<file path="src/rtl/luna_pkg.sv">
// Shared constants, packer state encoding and the reference quantizer for the
// layer-0 input path. The quantize() function is the same arithmetic as the
// layer0_quantizer module and is kept here so software models can reuse it.
package luna_pkg;

  localparam int FEAT_W   = 16;
  localparam int NUM_FEAT = 32;
  localparam int QB       = 2;
  localparam int OUT_W    = NUM_FEAT * QB;
  localparam int SHIFT    = 8;
  localparam int OFFSET   = 2;

  typedef enum logic {
    FILL    = 1'b0,
    DISCARD = 1'b1
  } state_t;

  // clamp((sample >>> SHIFT) + OFFSET, 0, 2**QB-1), computed one bit wider
  // than the sample so the offset add can never wrap.
  function automatic logic [QB-1:0] quantize(input logic signed [FEAT_W-1:0] sample);
    logic signed [FEAT_W:0] v;
    v = $signed({sample[FEAT_W-1], sample});
    v = v >>> SHIFT;
    v = v + (FEAT_W+1)'(OFFSET);
    if (v < 0)
      return '0;
    else if (v > (FEAT_W+1)'((1 << QB) - 1))
      return QB'((1 << QB) - 1);
    else
      return v[QB-1:0];
  endfunction

endpackage

</file>
<file path="src/rtl/layer0_quantizer.sv">
// Combinational feature quantizer: arithmetic shift, signed offset, clamp to
// an unsigned QB-bit code.
// Ports:
//   sample  in  FEAT_W  signed feature sample
//   code    out QB      quantized code in [0, 2**QB-1]
module layer0_quantizer #(
  parameter int FEAT_W = 16,
  parameter int QB     = 2,
  parameter int SHIFT  = 8,
  parameter int OFFSET = 2
) (
  input  logic signed [FEAT_W-1:0] sample,
  output logic        [QB-1:0]     code
);

  localparam logic signed [FEAT_W:0] OFF_S = (FEAT_W+1)'(OFFSET);
  localparam logic signed [FEAT_W:0] MAX_S = (FEAT_W+1)'((1 << QB) - 1);

  logic signed [FEAT_W:0] ext;
  logic signed [FEAT_W:0] sum;

  // One extra bit of headroom keeps the offset add from wrapping at the rails.
  always_comb begin
    ext = $signed({sample[FEAT_W-1], sample});
    sum = (ext >>> SHIFT) + OFF_S;
    if (sum < 0)
      code = '0;
    else if (sum > MAX_S)
      code = MAX_S[QB-1:0];
    else
      code = sum[QB-1:0];
  end

endmodule

</file>
<file path="src/rtl/layer0_input_packer.sv">
// Packs a frame of NUM_FEAT quantized feature samples into one flat vector
// for the layer-0 neuron LUTs and presents it on a registered valid/ready
// output. Frames of the wrong length raise a one-cycle len_err pulse.
// Ports:
//   clk, rst_n            clock (rising edge), asynchronous active-low reset
//   s_valid/s_ready       input sample handshake
//   s_data, s_last        signed sample, end-of-frame marker
//   m_valid/m_ready       packed vector handshake
//   m_data                packed codes, feature i at [i*QB +: QB]
//   len_err               frame length mismatch pulse
module layer0_input_packer #(
  parameter int FEAT_W   = luna_pkg::FEAT_W,
  parameter int NUM_FEAT = luna_pkg::NUM_FEAT,
  parameter int QB       = luna_pkg::QB,
  parameter int SHIFT    = luna_pkg::SHIFT,
  parameter int OFFSET   = luna_pkg::OFFSET,
  parameter int OUT_W    = NUM_FEAT * QB
) (
  input  logic                     clk,
  input  logic                     rst_n,
  input  logic                     s_valid,
  output logic                     s_ready,
  input  logic signed [FEAT_W-1:0] s_data,
  input  logic                     s_last,
  output logic                     m_valid,
  input  logic                     m_ready,
  output logic        [OUT_W-1:0]  m_data,
  output logic                     len_err
);

  import luna_pkg::*;

  localparam int IDX_W = (NUM_FEAT > 1) ? $clog2(NUM_FEAT) : 1;
  localparam logic [IDX_W-1:0] LAST_IDX = IDX_W'(NUM_FEAT - 1);

  state_t            state, state_nxt;
  logic [IDX_W-1:0]  idx;
  logic [OUT_W-1:0]  acc;
  logic [OUT_W-1:0]  acc_ins;
  logic              acc_full;
  logic [QB-1:0]     q;
  logic              accept;
  logic              out_free;
  logic              frame_done;
  logic              frame_short;

  layer0_quantizer #(
    .FEAT_W (FEAT_W),
    .QB     (QB),
    .SHIFT  (SHIFT),
    .OFFSET (OFFSET)
  ) u_quant (
    .sample (s_data),
    .code   (q)
  );

  assign s_ready  = (state == DISCARD) || !acc_full;
  assign accept   = s_valid && s_ready;
  // The output register can take a new frame when empty or draining this cycle.
  assign out_free = !m_valid || m_ready;

  always_comb begin
    acc_ins = acc;
    acc_ins[idx*QB +: QB] = q;
  end

  always_comb begin
    state_nxt   = state;
    frame_done  = 1'b0;
    frame_short = 1'b0;
    case (state)
      FILL: begin
        if (accept) begin
          if (idx == LAST_IDX) begin
            frame_done = 1'b1;
            if (!s_last) state_nxt = DISCARD;
          end else if (s_last) begin
            frame_short = 1'b1;
          end
        end
      end
      DISCARD: begin
        if (accept && s_last) state_nxt = FILL;
      end
      default: state_nxt = FILL;
    endcase
  end

  always_ff @(posedge clk or negedge rst_n) begin
    if (!rst_n) begin
      state    <= FILL;
      idx      <= '0;
      acc      <= '0;
      acc_full <= 1'b0;
      m_valid  <= 1'b0;
      m_data   <= '0;
      len_err  <= 1'b0;
    end else begin
      state   <= state_nxt;
      len_err <= frame_short || (frame_done && !s_last);

      if (m_valid && m_ready) m_valid <= 1'b0;

      // A parked frame moves out as soon as the output frees; a handshake in
      // the same cycle lets it replace the departing frame with no gap.
      if (acc_full && out_free) begin
        m_data   <= acc;
        m_valid  <= 1'b1;
        acc_full <= 1'b0;
      end

      if (state == FILL && accept) begin
        acc <= acc_ins;
        if (frame_done) begin
          idx <= '0;
          if (out_free) begin
            m_data  <= acc_ins;
            m_valid <= 1'b1;
          end else begin
            acc_full <= 1'b1;
          end
        end else if (frame_short) begin
          idx <= '0;
        end else begin
          idx <= idx + 1'b1;
        end
      end
    end
  end

endmodule

</file>
<file path="config.mk">
export PLATFORM = sky130hd
export DESIGN_NAME = layer0_input_packer
export DESIGN_NICKNAME = d
export VERILOG_FILES = /design/src/rtl/luna_pkg.sv /design/src/rtl/layer0_quantizer.sv /design/src/rtl/layer0_input_packer.sv
export SDC_FILE = /design/constraint.sdc
export NUM_CORES = 1
export LEC_CHECK = 0
export ABC_AREA = 1
export BUFFER_PORTS_ARGS = -buffer_cell sky130_fd_sc_hd__buf_2
export CORE_ASPECT_RATIO = 1.25
export CORE_MARGIN = 5
export CORE_UTILIZATION = 40
export DETAILED_ROUTE_END_ITERATION = 12
export PLACE_DENSITY = 0.63
export SETUP_SLACK_MARGIN = 0.1
export SLEW_MARGIN = 40
export SYNTH_ARGS = -nofsm -noshare
export SYNTH_HDL_FRONTEND = slang
export SYNTH_SLANG_ARGS = --single-unit
</file>
<file path="constraint.sdc">
create_clock -name clk -period 3.2 [get_ports clk]
set_clock_uncertainty 0.1 [all_clocks]
set_input_delay 0 -clock clk [delete_from_list [all_inputs] [get_ports clk]]
set_output_delay 0 -clock clk [all_outputs]
set_load 0.02 [all_outputs]
</file>
# Word level (Yosys, flattened, before mapping)
# Index checks and enable logic that the tools add are counted.
# W data, S select, Z words.
[op_classes]
bitwise_logic = 1
reduce_logical = 12
addsub = 3
muxes = 30
shift = 2
n_lt_le_gt_ge = 2
eq_ne = 1
[op_table]
columns = ["operator", "n"]
rows = [
  ["$mux W64", 4],
  ["$bwmux W64", 1],
  ["$shift A2 B34 Y64 const A", 1],
  ["$shiftx A2 B34 Y64", 1],
  ["$neg A6 Y34", 1],
  ["$mux W1", 20],
  ["$mux W5", 2],
  ["$add A8 B3 Y9 const B", 1],
  ["$gt A9 B3 Y1 const B", 1],
  ["$lt A9 B1 Y1 const B", 1],
  ["$logic_and A1 B1 Y1", 6],
  ["$add A5 B1 Y5 const B", 1],
  ["$eq A5 B5 Y1 const B", 1],
  ["$mux W2", 2],
  ["$logic_not A1 Y1", 3],
  ["$logic_or A1 B1 Y1", 3],
  ["$pmux W1 S2", 1],
  ["$not A1 Y1", 1],
]
[word_totals]
register_bits = 137

# Depth between registers and ports, before layout
[depth]
word_depth = 9
depth_mapped = 16

# Cells and area by module
# A second synthesis with hierarchy kept.
[unflattened]
cells_unflattened = 1074
area_unflattened_um2 = 7800.0
[modules_own_cells]
columns = ["mod", "seq_area_each_um2", "cells_each", "instances", "area_per_inst_um2"]
rows = [
  ["layer0_input_packer", 3428.3, 1038, 1, 7613.6],
  ["layer0_quantizer", 0.0, 36, 1, 186.4],
]

# Worst setup path before layout
# No wires, ideal clock.
[synth_timing]
path_kind = "register to register"
from = "register idx[0]"
to = "register acc[17]"
arrival_time_ns = 1.971
path_slack_ns = 1.005
path_buffers = 0
stages_incl_launch_ff = 11
required_time_ns = 2.976
path_cell_list = "dfrtp_1 inv_2 ha_1 nor2_1 nand4_1 nor2_1 nand2_1 nor2_1 nand2_1 o211ai_1 nand2_1"
[synth_between]
elab_chain_len = 3
elab_cells_between_ends = 4
cone_classes = "1 x add/sub; 2 x shift; 1 x mux"
[synth_rtl]
columns = ["element", "line", "text"]
rows = [
  ["start: declaration", "layer0_input_packer.sv:37", "logic [IDX_W-1:0] idx;"],
  ["start signal: assignment", "layer0_input_packer.sv:125", "idx <= idx + 1'b1;"],
  ["$neg A6 Y34 *", "layer0_input_packer.sv:64", "acc_ins[idx*QB +: QB] = q;"],
  ["$shiftx A2 B34 Y64 or $shift A2 B34 Y64 (tied branches)", "layer0_input_packer.sv:64", ""],
  ["$bwmux W64 *", "layer0_input_packer.sv:64", ""],
  ["end signal: assignment", "layer0_input_packer.sv:113", "acc <= acc_ins;"],
  ["end: declaration", "layer0_input_packer.sv:38", "logic [OUT_W-1:0] acc;"],
]
# Every way passes the cells marked *; elsewhere a longest branch is shown, timed or not.
# A chain may end at the register's enable or synchronous reset.

# Worst setup path in the final report
[layout_timing]
from = "register idx[0]"
to = "register m_data[22]"
[layout_between]
elab_chain_len = 6
elab_cells_between_ends = 11
cone_classes = "1 x add/sub; 1 x eq/ne; 2 x shift; 7 x mux"
[layout_rtl]
columns = ["element", "line", "text"]
rows = [
  ["$neg A6 Y34 or $eq A5 B5 Y1 (tied branches)", "layer0_input_packer.sv:64, layer0_input_packer.sv:74", ""],
  ["$shiftx A2 B34 Y64 (tied with other cells)", "layer0_input_packer.sv:64", ""],
  ["$bwmux W64 or $mux W1 (tied branches)", "layer0_input_packer.sv:64, layer0_input_packer.sv:73", ""],
  ["$mux W64 or $mux W1 (tied branches)", "layer0_input_packer.sv:116, layer0_input_packer.sv:71", ""],
  ["$mux W64 *", "layer0_input_packer.sv:114", "if (frame_done) begin"],
  ["$mux W64 *", "layer0_input_packer.sv:112", "if (state == FILL && accept) begin"],
  ["end signal: assignment", "layer0_input_packer.sv:117", "m_data <= acc_ins;"],
  ["end: declaration", "layer0_input_packer.sv:27", "output logic [OUT_W-1:0] m_data,"],
]
# Marks and branches as above.

==> summary.txt <==
Floorplan
  • Starting Density: 40.4%
  • CORE AREA: 0.0187 mm^2
  • FP Rows: 56
  • Ports: 88
  • Die area: 0.0218 mm^2
  • Die width: 133 um
  • Die Ht: 164 um

Setup path
  • Crit. End Element: register
  • Critical Path Start Type: register
  • Critical path arrival: 3000 ps
  • Cells on worst reg2reg path: 12
  • Worst-path fanout max: 12
  • WS Path Type: reg2reg
  • CP required: 3420 ps

STA
  • Sum of negative setup slack: 0 ps
  • Unrepaired setup endpoints after global routing: false
  • Fmax achieved: 360 MHz
  • Slew margin rel.: 53.4%
  • Fin crit period: 2780 ps
  • # setup viols final: 0
  • Setup ws final: 422 ps
  • Max Slew Vio Count: 0
  • Fin crit share: 86.8%
  • Final hold violation count: 0
  • Worst Tran Pin Value: 699 ps

Place
  • Number of port buffers: 79
  • Gpl congestion: 0.840
  • Place WS: 441 ps
  • DPL Wire Length: 13,200 um

Synth
  • Mapped Nets: 1,098
  • Yosys reg bits: 137
  • Yosys warns: 0
  • Post-synthesis sequential area ratio: 45.3%
  • Avg Synthesized Cell Area: 7.08 um^2
  • Top-count cell post-synth: nand2_1
  • Synth top cells by count: 346 x nand2_1, 172 x nand3_1, 137 x dfrtp_1
  • Synth top area share: 45.3%
  • Top FF cell, synth: dfrtp_1
  • Post-synth EDFFs: 0
  • Synthesized netlist cell count: 1,068
  • Cell Area, Synth: 0.00756 mm^2
  • Post-synth ARST share: 100%
  • Yosys cell types: 27
  • Synth area leader: dfrtp_1
  • Top cells by area, synth: dfrtp_1 45%, nand2_1 17%, nand3_1 11%, inv_1 6.3%, o21ai_0 3.4%

CTS
  • CTS tree: built
  • CTS clk-pin slew, worst paths: 60 ps
  • Post-CTS setup buffers: 0
  • TritonCTS sink count: 137
  • Max Buffers Root-to-Sink: 2
  • H-tree Lvls: 4
  • Skew-Pair Late Insertion Delay: 420 ps
  • Num CTS Buffers: 17
  • Post_cts resized: 0
  • Root Driver: clkbuf_16

Flow run
  • Max cap viols: 0

Pwr
  • Reg power frac: 38.2%
  • Clock power share: 35.0%
  • Peak VDD IR: 0.000447 V
  • Net Sw Frac: 34.5%
  • NetSw: 2.08 mW
  • Power density cells: 681 mW/mm^2
  • Pleak: 4.76 nW
  • Combinational power share: 26.8%
  • Internal power: 3.95 mW

GRT
  • GRT Total Usage: 19.5%
  • Vias in the first global route: 7,024
  • First-pass GRT wire length: 34,500 um
  • Initial antenna violation count: 0
  • Grt ovf: 0
  • Largest net degree at the start of global routing: 81

Worst hold path
  • Hold Crit Depth: 7
  • Hold crit path type: in2reg

Finish
  • N_diodes: 0
  • Final core utilization: 47.4%
  • Layout Nets: 1,164
  • Fillers: 1,851
  • Synth-to-Final Area Change: 17.2%
  • Share of layout cells above drive strength 1: 13.3%

Detailed routing
  • Overall routed net length: 20,300 um
  • Post-route ant nets: 0
  • 1st-iter DRT viols: 431
  • Vias: 7,049
  • Routed vias/inst: 5.12
  • DRT Pass-1 Iters: 5
  • Wire per inst: 14.8 um
  • DR DRC count: 0

Outcome
  • Status: complete, no violations
## sequential cells by signal (all words and copies together), names as in the netlist
signal / flops
acc: 64
acc_full: 1
idx: 5
len_err: 1
m_data: 64
m_valid: 1
state: 1
## cell usage in the layout (no fill, tap or decap)
master	instances
nand2_2	5
bufinv_16	4
buf_12	3
buf_4	12
o22ai_1	2
nor2_2	7
buf_2	78
dfrtp_1	137
clkbuf_16	17
nor2_1	67
inv_2	7
mux2_2	2
nand3_2	3
o211ai_1	5
inv_1	127
clkbuf_1	1
dlygate4sd3_1	4
o21ai_1	7
a21oi_1	35
nand2_1	345
ha_1	9
or2_1	1
nor3_1	1
o21ai_0	51
nand4_1	3
nor2_4	5
nand3_1	172
o21bai_1	8
a31oi_1	17
clkbuf_8	5
clkinv_2	3
clkinvlp_4	1
clkinv_1	1
## path summary, 6_finish.rpt
kind | slack (ps) | startpoint | end
max reg2reg | 420 | idx[0] | m_data[22]
max in group asynchronous | 2170 | rst_n | acc[56]
max | 420 | idx[0] | m_data[22]
min reg2reg | 380 | acc[5] | acc[5]
min | 50 | m_ready | m_data[61]
min in group asynchronous | 80 | rst_n | m_data[50]
## final cells by class
type,count,area [um^2],share of cell area [%]
multi-input cells,745,3420,38.5
well taps,232,290,3.28
flip-flops and latches,137,3430,38.7
clock inverters,8,143,1.61
inverters,135,507,5.72
repair buffers,98,594,6.71
clock buffers,22,484,5.46
## worst max-delay path, cell delays in order (launching register included)
cell     delay, ps
dfrtp_1        490
inv_2          110
ha_1           220
nand2_1         90
nor2_1          60
ha_1           560
nand2_1        300
nor2_1         350
inv_1          100
nand2_1         80
nand3_1         80
nand2_1         90
inv_1           40
## per-stage QoR
step           std cells  area (um^2)  hold WS, ps  power, mW
6_report            1377         8860         51.5       6.03
3_3_place_gp        1343         8190         11.7       3.90
4_1_cts             1377         8860         50.8       6.07
3_5_place_dp        1343         8190         5.18       3.94
2_1_floorplan       1068         7560         -396       3.43
5_1_grt             1377         8860          105       6.40
## power groups by stage
stage	registers (mW)	logic (mW)	clock network (mW)
after floorplan	2.41	1.02	0
after global placement	2.32	1.58	0
after detailed placement	2.33	1.61	0
after CTS	2.31	1.62	2.14
after global routing	2.35	1.83	2.21
final	2.31	1.61	2.11
## cell families (layout without fill, tap and decap cells)
| kind of cell | count (synthesis) | after routing | share of synthesized area, % |
|---|---|---|---|
| mux | 2 | 2 | 0.298 |
| fa+ha+maj | 9 | 9 | 1.49 |
| simple gates | 609 | 609 | 34.3 |
| flops | 137 | 137 | 45.3 |
| compound gates | 125 | 125 | 9.01 |
| buf+inv | 186 | 263 | 9.56 |
## repair_timing
action | 4_1_cts | 5_1_grt
endpoints found under the setup margin | 0 | 0
endpoints found under the hold margin | 87 | 0
hold buffers | 4 | 0
## routing by layer
layer  global-route usage, %  share of wire [%]  up-vias
met1                    23.9                 44     3322
li1                        -                  -     3537
met4                    7.18                2.6        0
met3                    4.26                4.2       40
met2                    33.9                 49      150
met5                       0                  0        -
Note: power is estimated with default switching activity, not from simulation.
